[config.mk]
export PLATFORM = sky130hd
export DESIGN_NAME = score_row_max_sub
export DESIGN_NICKNAME = d
export VERILOG_FILES = /design/src/rtl/score_row_max_sub.sv
export SDC_FILE = /design/constraint.sdc
export NUM_CORES = 1
export LEC_CHECK = 0
export BUFFER_PORTS_ARGS = -buffer_cell sky130_fd_sc_hd__buf_2
export CAP_MARGIN = 25
export CORE_MARGIN = 3
export CORE_UTILIZATION = 43
export CTS_CLUSTER_SIZE = 12
export DETAILED_ROUTE_END_ITERATION = 8
export PLACE_DENSITY_LB_ADDON = 0.08
export RECOVER_POWER = 25
export SLEW_MARGIN = 5
export SYNTH_ARGS = -nofsm -noshare
export SYNTH_HDL_FRONTEND = slang
export SYNTH_HIERARCHICAL = 1
export SYNTH_SLANG_ARGS = --single-unit
export TNS_END_PERCENT = 10
[constraint.sdc]
create_clock -name clk -period 5.8 [get_ports clk]
set_input_delay 1.74 -clock clk [delete_from_list [all_inputs] [get_ports clk]]
set_output_delay 1.74 -clock clk [all_outputs]
set_load 0.01 [all_outputs]
[src/rtl/score_row_max_sub.sv]
// Row-max subtract stage: per 4-wide score row, subtract the FP32 row max.
// Optional SCORE_ROW_MAX_EXPORT_EN exports every row max on row_max_flat.
module adder (
    input  logic        clk,
    input  logic        rst,
    input  logic [31:0] input_a,
    input  logic        input_a_stb,
    output logic        input_a_ack,
    input  logic [31:0] input_b,
    input  logic        input_b_stb,
    output logic        input_b_ack,
    output logic [31:0] output_z,
    output logic        output_z_stb,
    input  logic        output_z_ack
);
    logic [31:0] a_q, a_d, b_q, b_d, z_q, z_d, sum_z;
    logic        ha_q, ha_d, hb_q, hb_d, zs_q, zs_d;
    logic        swap, sub, found;
    logic [31:0] x, y;
    logic [7:0]  e_l, e_s, d;
    logic [23:0] m_l, m_s;
    logic [49:0] ext;
    logic [27:0] sum;
    logic [26:0] m;
    logic [9:0]  e, sh;
    logic [24:0] rnd;

    assign input_a_ack  = ~ha_q;
    assign input_b_ack  = ~hb_q;
    assign output_z     = z_q;
    assign output_z_stb = zs_q;

    // Larger magnitude goes to x so the aligned subtraction never goes negative
    always_comb begin
        swap = a_q[30:0] < b_q[30:0];
        x    = swap ? b_q : a_q;
        y    = swap ? a_q : b_q;
        e_l  = (x[30:23] == 8'd0) ? 8'd1 : x[30:23];
        e_s  = (y[30:23] == 8'd0) ? 8'd1 : y[30:23];
        m_l  = {|x[30:23], x[22:0]};
        m_s  = {|y[30:23], y[22:0]};
        d    = e_l - e_s;
        ext  = {m_s, 26'd0} >> d;
        sub  = x[31] ^ y[31];
        sum  = sub ? ({1'b0, m_l, 3'd0} - {1'b0, ext[49:24], |ext[23:0]})
                   : ({1'b0, m_l, 3'd0} + {1'b0, ext[49:24], |ext[23:0]});
        e    = {2'd0, e_l};
        m    = sum[26:0];
        if (sum[27]) begin
            m = {sum[27:2], |sum[1:0]};
            e = e + 10'd1;
        end
        sh    = 10'd0;
        found = 1'b0;
        for (int k = 26; k >= 0; k--) begin
            if (!found) begin
                if (m[k]) found = 1'b1;
                else sh = sh + 10'd1;
            end
        end
        if (sh > e - 10'd1) sh = e - 10'd1;
        m   = m << sh;
        e   = e - sh;
        rnd = {1'b0, m[26:3]} + {24'd0, m[2] & (|m[1:0] | m[3])};
        if (rnd[24]) begin
            rnd = rnd >> 1;
            e   = e + 10'd1;
        end
        if (m == 27'd0) sum_z = 32'd0;
        else if (e >= 10'd255) sum_z = {x[31], 8'hFF, 23'd0};
        else sum_z = {x[31], rnd[23] ? e[7:0] : 8'd0, rnd[22:0]};
        if (x[30:23] == 8'hFF)
            sum_z = (sub && y[30:23] == 8'hFF) ? 32'h7FC00000 : x;
    end

    always_comb begin
        a_d  = a_q;
        b_d  = b_q;
        z_d  = z_q;
        ha_d = ha_q;
        hb_d = hb_q;
        zs_d = zs_q;
        if (input_a_stb && !ha_q) begin
            a_d  = input_a;
            ha_d = 1'b1;
        end
        if (input_b_stb && !hb_q) begin
            b_d  = input_b;
            hb_d = 1'b1;
        end
        if (zs_q && output_z_ack) begin
            zs_d = 1'b0;
            ha_d = 1'b0;
            hb_d = 1'b0;
        end else if (ha_q && hb_q && !zs_q) begin
            z_d  = sum_z;
            zs_d = 1'b1;
        end
    end

    always_ff @(posedge clk or posedge rst) begin
        if (rst) begin
            a_q  <= 32'd0;
            b_q  <= 32'd0;
            z_q  <= 32'd0;
            ha_q <= 1'b0;
            hb_q <= 1'b0;
            zs_q <= 1'b0;
        end else begin
            a_q  <= a_d;
            b_q  <= b_d;
            z_q  <= z_d;
            ha_q <= ha_d;
            hb_q <= hb_d;
            zs_q <= zs_d;
        end
    end
endmodule

module score_row_max_sub #(
    parameter int RD_LAT   = 1,
    parameter int NUM_ROWS = 16
) (
    input  logic        clk,
    input  logic        rst,
    input  logic        start,
    output logic [5:0]  score_rd_addr,
    output logic        score_rd_en,
    input  logic [31:0] score_rd_data,
    output logic [31:0] out_data,
    output logic [5:0]  out_idx,
    output logic        out_valid,
    input  logic        out_ready,
    output logic        busy,
    output logic        done
`ifdef SCORE_ROW_MAX_EXPORT_EN
    ,
    output logic [NUM_ROWS*32-1:0] row_max_flat
`endif
);
    localparam int RW = (NUM_ROWS > 1) ? $clog2(NUM_ROWS) : 1;

    typedef enum logic [2:0] {
        IDLE, RD_ISSUE, RD_WAIT, CAPTURE, SUB_START, SUB_WAIT, OUT_HOLD
    } state_t;

    state_t          state_q, state_d;
    logic [RW-1:0]   row_q, row_d;
    logic [1:0]      j_q, j_d;
    logic [2:0]      cnt_q, cnt_d;
    logic [31:0]     max_q, max_d, max_new;
    logic [3:0][31:0] sbuf_q, sbuf_d;
    logic            start_q, busy_q, busy_d, done_q, done_d;
    logic            rd_en_q, rd_en_d, out_valid_q, out_valid_d;
    logic [5:0]      rd_addr_q, rd_addr_d, out_idx_q, out_idx_d, idx;
    logic [31:0]     out_data_q, out_data_d, opa_q, opa_d, opb_q, opb_d;
    logic            a_stb_q, a_stb_d, b_stb_q, b_stb_d, adder_rst_q;
    logic            a_ack, b_ack, z_stb;
    logic [31:0]     z;
`ifdef SCORE_ROW_MAX_EXPORT_EN
    logic [NUM_ROWS*32-1:0] row_max_q, row_max_d;
    assign row_max_flat = row_max_q;
`endif

    // Sign-magnitude ordering; +0 and -0 compare equal, ties keep the old max
    function automatic logic fp_gt(input logic [31:0] a, input logic [31:0] b);
        if (a[31] != b[31]) return !a[31] && (|{a[30:0], b[30:0]});
        if (!a[31]) return a[30:0] > b[30:0];
        return a[30:0] < b[30:0];
    endfunction

    assign idx     = 6'({row_q, j_q});
    assign max_new = (j_q == 2'd0 || fp_gt(score_rd_data, max_q))
                     ? score_rd_data : max_q;

    assign score_rd_addr = rd_addr_q;
    assign score_rd_en   = rd_en_q;
    assign out_data      = out_data_q;
    assign out_idx       = out_idx_q;
    assign out_valid     = out_valid_q;
    assign busy          = busy_q;
    assign done          = done_q;

    adder u_adder (
        .clk          (clk),
        .rst          (adder_rst_q),
        .input_a      (opa_q),
        .input_a_stb  (a_stb_q),
        .input_a_ack  (a_ack),
        .input_b      (opb_q),
        .input_b_stb  (b_stb_q),
        .input_b_ack  (b_ack),
        .output_z     (z),
        .output_z_stb (z_stb),
        .output_z_ack (1'b1)
    );

    always_comb begin
        state_d     = state_q;
        row_d       = row_q;
        j_d         = j_q;
        cnt_d       = cnt_q;
        max_d       = max_q;
        sbuf_d      = sbuf_q;
        busy_d      = busy_q;
        done_d      = 1'b0;
        rd_en_d     = 1'b0;
        rd_addr_d   = rd_addr_q;
        out_valid_d = out_valid_q;
        out_idx_d   = out_idx_q;
        out_data_d  = out_data_q;
        opa_d       = opa_q;
        opb_d       = opb_q;
        a_stb_d     = a_stb_q;
        b_stb_d     = b_stb_q;
`ifdef SCORE_ROW_MAX_EXPORT_EN
        row_max_d   = row_max_q;
`endif
        unique case (state_q)
            IDLE: begin
                // done_q high means this is the cycle busy fell: ignore start
                if (start && !start_q && !done_q) begin
                    busy_d  = 1'b1;
                    row_d   = '0;
                    j_d     = 2'd0;
                    state_d = RD_ISSUE;
                end
            end
            RD_ISSUE: begin
                rd_addr_d = idx;
                rd_en_d   = 1'b1;
                cnt_d     = 3'd0;
                state_d   = RD_WAIT;
            end
            RD_WAIT: begin
                cnt_d = cnt_q + 3'd1;
                if (cnt_q == 3'(RD_LAT - 1)) state_d = CAPTURE;
            end
            CAPTURE: begin
                sbuf_d[j_q] = score_rd_data;
                max_d       = max_new;
                if (j_q != 2'd3) begin
                    j_d     = j_q + 2'd1;
                    state_d = RD_ISSUE;
                end else begin
`ifdef SCORE_ROW_MAX_EXPORT_EN
                    row_max_d[row_q*32 +: 32] = max_new;
`endif
                    j_d     = 2'd0;
                    state_d = SUB_START;
                end
            end
            SUB_START: begin
                opa_d   = sbuf_q[j_q];
                opb_d   = {~max_q[31], max_q[30:0]};
                a_stb_d = 1'b1;
                b_stb_d = 1'b1;
                state_d = SUB_WAIT;
            end
            SUB_WAIT: begin
                if (a_stb_q && a_ack) a_stb_d = 1'b0;
                if (b_stb_q && b_ack) b_stb_d = 1'b0;
                if (z_stb) begin
                    out_data_d  = z;
                    out_idx_d   = idx;
                    out_valid_d = 1'b1;
                    state_d     = OUT_HOLD;
                end
            end
            OUT_HOLD: begin
                if (out_valid_q && out_ready) begin
                    out_valid_d = 1'b0;
                    if (j_q != 2'd3) begin
                        j_d     = j_q + 2'd1;
                        state_d = SUB_START;
                    end else if (row_q == RW'(NUM_ROWS - 1)) begin
                        done_d  = 1'b1;
                        busy_d  = 1'b0;
                        state_d = IDLE;
                    end else begin
                        row_d   = row_q + 1'b1;
                        j_d     = 2'd0;
                        state_d = RD_ISSUE;
                    end
                end
            end
            default: state_d = IDLE;
        endcase
    end

    always_ff @(posedge clk or negedge rst) begin
        if (!rst) adder_rst_q <= 1'b1;
        else adder_rst_q <= 1'b0;
    end

    always_ff @(posedge clk or negedge rst) begin
        if (!rst) begin
            state_q     <= IDLE;
            row_q       <= '0;
            j_q         <= 2'd0;
            cnt_q       <= 3'd0;
            max_q       <= 32'd0;
            sbuf_q      <= '0;
            start_q     <= 1'b0;
            busy_q      <= 1'b0;
            done_q      <= 1'b0;
            rd_en_q     <= 1'b0;
            rd_addr_q   <= 6'd0;
            out_valid_q <= 1'b0;
            out_idx_q   <= 6'd0;
            out_data_q  <= 32'd0;
            opa_q       <= 32'd0;
            opb_q       <= 32'd0;
            a_stb_q     <= 1'b0;
            b_stb_q     <= 1'b0;
`ifdef SCORE_ROW_MAX_EXPORT_EN
            row_max_q   <= '0;
`endif
        end else begin
            state_q     <= state_d;
            row_q       <= row_d;
            j_q         <= j_d;
            cnt_q       <= cnt_d;
            max_q       <= max_d;
            sbuf_q      <= sbuf_d;
            start_q     <= start;
            busy_q      <= busy_d;
            done_q      <= done_d;
            rd_en_q     <= rd_en_d;
            rd_addr_q   <= rd_addr_d;
            out_valid_q <= out_valid_d;
            out_idx_q   <= out_idx_d;
            out_data_q  <= out_data_d;
            opa_q       <= opa_d;
            opb_q       <= opb_d;
            a_stb_q     <= a_stb_d;
            b_stb_q     <= b_stb_d;
`ifdef SCORE_ROW_MAX_EXPORT_EN
            row_max_q   <= row_max_d;
`endif
        end
    end
endmodule
==> impl_metrics.json <==
{
  "routed-via-count": 35197,
  "htreeDepth": 2,
  "numPortBuffers": 83,
  "io_pins": 84,
  "cts_buffer_depth": 3,
  "critPathLaunchType": "flip-flop",
  "async_reset_ff_share_pct": 100,
  "core_area_um2": 76600,
  "fp.dieW_um": 285,
  "maxCapViolCount": 6,
  "syn_inst": 3856,
  "area_growth_pct": 41.3,
  "post-dp-hpwl_um": 104000,
  "worstSetupPathType": "flip-flop to flip-flop",
  "regToRegSetupSlack_ns": -21.55,
  "top_layer_used": "met5",
  "first_pass_iters": 5,
  "holdPathStages": 2,
  "grt_pass1_wl_um": 203000,
  "fmax_ghz": 0.0366,
  "overflow": 0,
  "dpl.cell_count": 5946,
  "dpl_worst_slack_ns": -22.23,
  "timing.setup.tns_ns": -687.72,
  "routabilityCongestion": 0.991,
  "fin_crit_ns": 27.35,
  "hold_viol_final": 0,
  "maxSlewHeadroom_pct": -126,
  "syn_area_per_cell_um2": 8.69,
  "wl_met2_um": 63400,
  "synthFlopType": "dfrtp_1",
  "hp-class": "flip-flop to flip-flop",
  "slowest_stage": "fa_2",
  "tritoncts": "built",
  "viasPerCell": 5.74,
  "nNetsFinal": 5297,
  "stdcell_count": 6132,
  "cts.sinks": 387,
  "antenna_left": 0,
  "rsz0062_at_grt": "yes",
  "skew_ns": 0.0277,
  "crit_fanout": 12,
  "synth_cell_types": 120,
  "drc": 0,
  "synth_seq_cells": 387,
  "clk_latency_ns": 0.54,
  "fin_crit_sh_pct": 472,
  "crit_arrival_ns": 27.81,
  "critPathCaptureType": "flip-flop",
  "numCtsBuffers": 38,
  "layout_commonest_cell": "buf_4",
  "crit_top_cell": "ha_1",
  "synth.cell_area_um2": 33500,
  "totalWireLength_um": 131000,
  "start_util_pct": 43.8,
  "layout_common_cells": "buf_4 (1274), nand2_1 (396), dfrtp_1 (384), mux2_2 (307), nor2_1 (271)",
  "holdBufCountCts": 0,
  "nFillCells": 6895,
  "worst_slew_pin_slew_ns": 3.39,
  "wl_met1_um": 54800,
  "seq_area_frac_synth_pct": 28.9,
  "layout-drive-gt1-share_pct": 41.8,
  "antenna_found_initial": 7,
  "ys_warn_count": 6,
  "avgRoutedWirePerCell_um": 21.4,
  "violations": "max-capacitance violations, max-slew violations, negative setup slack",
  "die_area_um2": 81300,
  "clk_pin_slew_ns": 0.06,
  "grt_max_degree": 117,
  "wl_met3_um": 6030,
  "cts-root-buf": "clkbuf_16",
  "fin_ws_ns": -21.55,
  "finalSetupViolations": 32,
  "synth_edf_count": 0,
  "critical_path_required_ns": 6.26,
  "grt_pass1_vias": 35158,
  "rows": 101,
  "cpPeakStageDelay_ns": 0.64,
  "final_max_slew_viol_count": 324,
  "die_y_um": 285,
  "grt_use_total_pct": 31.4,
  "reg2reg_depth": 157,
  "status": "finished with violations",
  "drtIter0Drc": 2391
}
final cells by class:
type | count | area (um2) | share of cell area, %
inverters | 172 | 662 | 1.40
clock buffers | 48 | 1010 | 2.13
diodes | 2 | 5.00 | 0.0106
well taps | 1030 | 1290 | 2.72
multi-input cells | 3084 | 23900 | 50.4
clock inverters | 4 | 42.5 | 0.0898
repair inverters | 1 | 7.51 | 0.0159
flip-flops and latches | 387 | 9690 | 20.5
repair buffers | 1404 | 10800 | 22.8
synth_stat cells, types with 63 or more instances:
library cell  count  area share [%]
dfrtp_1         386              29
nor3_1           93             1.4
clkbuf_1        149             1.7
xnor2_1          70             1.8
o21ai_0         225             3.4
a21oi_1         233             3.5
a211oi_1         63             1.4
nand3_1         119             1.8
mux2_2          317              11
nor2_1          283             3.2
ha_1            170             6.3
inv_1           166             1.9
mux2i_1         133             4.0
nand2_1         411             4.6
flip-flops by register name (all words and copies together), names as in the netlist, 6 cells and up:
register,flops
max_q,32
opa_q,32
opb_q,32
out_data,32
out_idx,6
sbuf_q,128
score_rd_addr,6
u_adder/a_q,32
u_adder/b_q,32
u_adder/output_z,32
metrics by stage:
stage	util (%)	area, um2	hold WS (ns)
global placement	57.3	43900	0.313
finish	61.8	47400	0.475
floorplan	-	34100	0.439
CTS	60.9	46600	0.319
global route	61.8	47400	0.500
detailed placement	57.3	43900	0.317
path summary, 6_finish.rpt:
| check | startpoint | end |
|---|---|---|
| min in group asynchronous | adder_rst_q$_DFF_PN1_ | u_adder/output_z[25]$_DFFE_PP0P_ |
| max reg2reg | u_adder/b_q[18]$_DFFE_PP0P_ | u_adder/output_z[14]$_DFFE_PP0P_ |
| min | opb_q[10]$_DFFE_PN0P_ | u_adder/b_q[10]$_DFFE_PP0P_ |
| min reg2reg | opb_q[10]$_DFFE_PN0P_ | u_adder/b_q[10]$_DFFE_PP0P_ |
| max | u_adder/b_q[18]$_DFFE_PP0P_ | u_adder/output_z[14]$_DFFE_PP0P_ |
| max in group asynchronous | adder_rst_q$_DFF_PN1_ | u_adder/b_q[7]$_DFFE_PP0P_ |
cells by family after synthesis:
logic type / count (synthesis) / share of synthesized area [%]
buffers and inverters: 387 / 4.69
AOI/OAI and AO/OA: 1014 / 20.7
other: 4 / 0.0448
muxes: 488 / 17.1
xor gates and xnor gates: 117 / 3.38
adders and majority gates: 175 / 6.59
DFF: 387 / 28.9
and+or+nand+nor: 1284 / 18.7
worst max-delay path: cells and delay by family, from the launching register on:
kind / cells / cell delay [ns]
fa+ha+maj: 26 / 7.07
compound gates: 41 / 6.92
simple gates: 37 / 4.90
mux: 19 / 3.61
buf+inv: 30 / 3.50
xor+xnor: 4 / 0.89
flops: 1 / 0.35
what timing repair did:
item | CTS | global route
cloned | 8 | 1
resized for setup | 180 | 118
endpoints found under the setup margin | 32 | 32
pin swaps | 91 | 73
buffers inserted | 93 | 31
per-layer routing:
metal | up-vias | track usage [%]
met5 | - | 0
met4 | 8 | 14.5
li1 | 16786 | -
met1 | 17035 | 38.8
met2 | 1035 | 54.5
met3 | 333 | 3.85
Power is not shown: default switching activity piles up to over one toggle a cycle in this logic, so the estimate is an artifact.
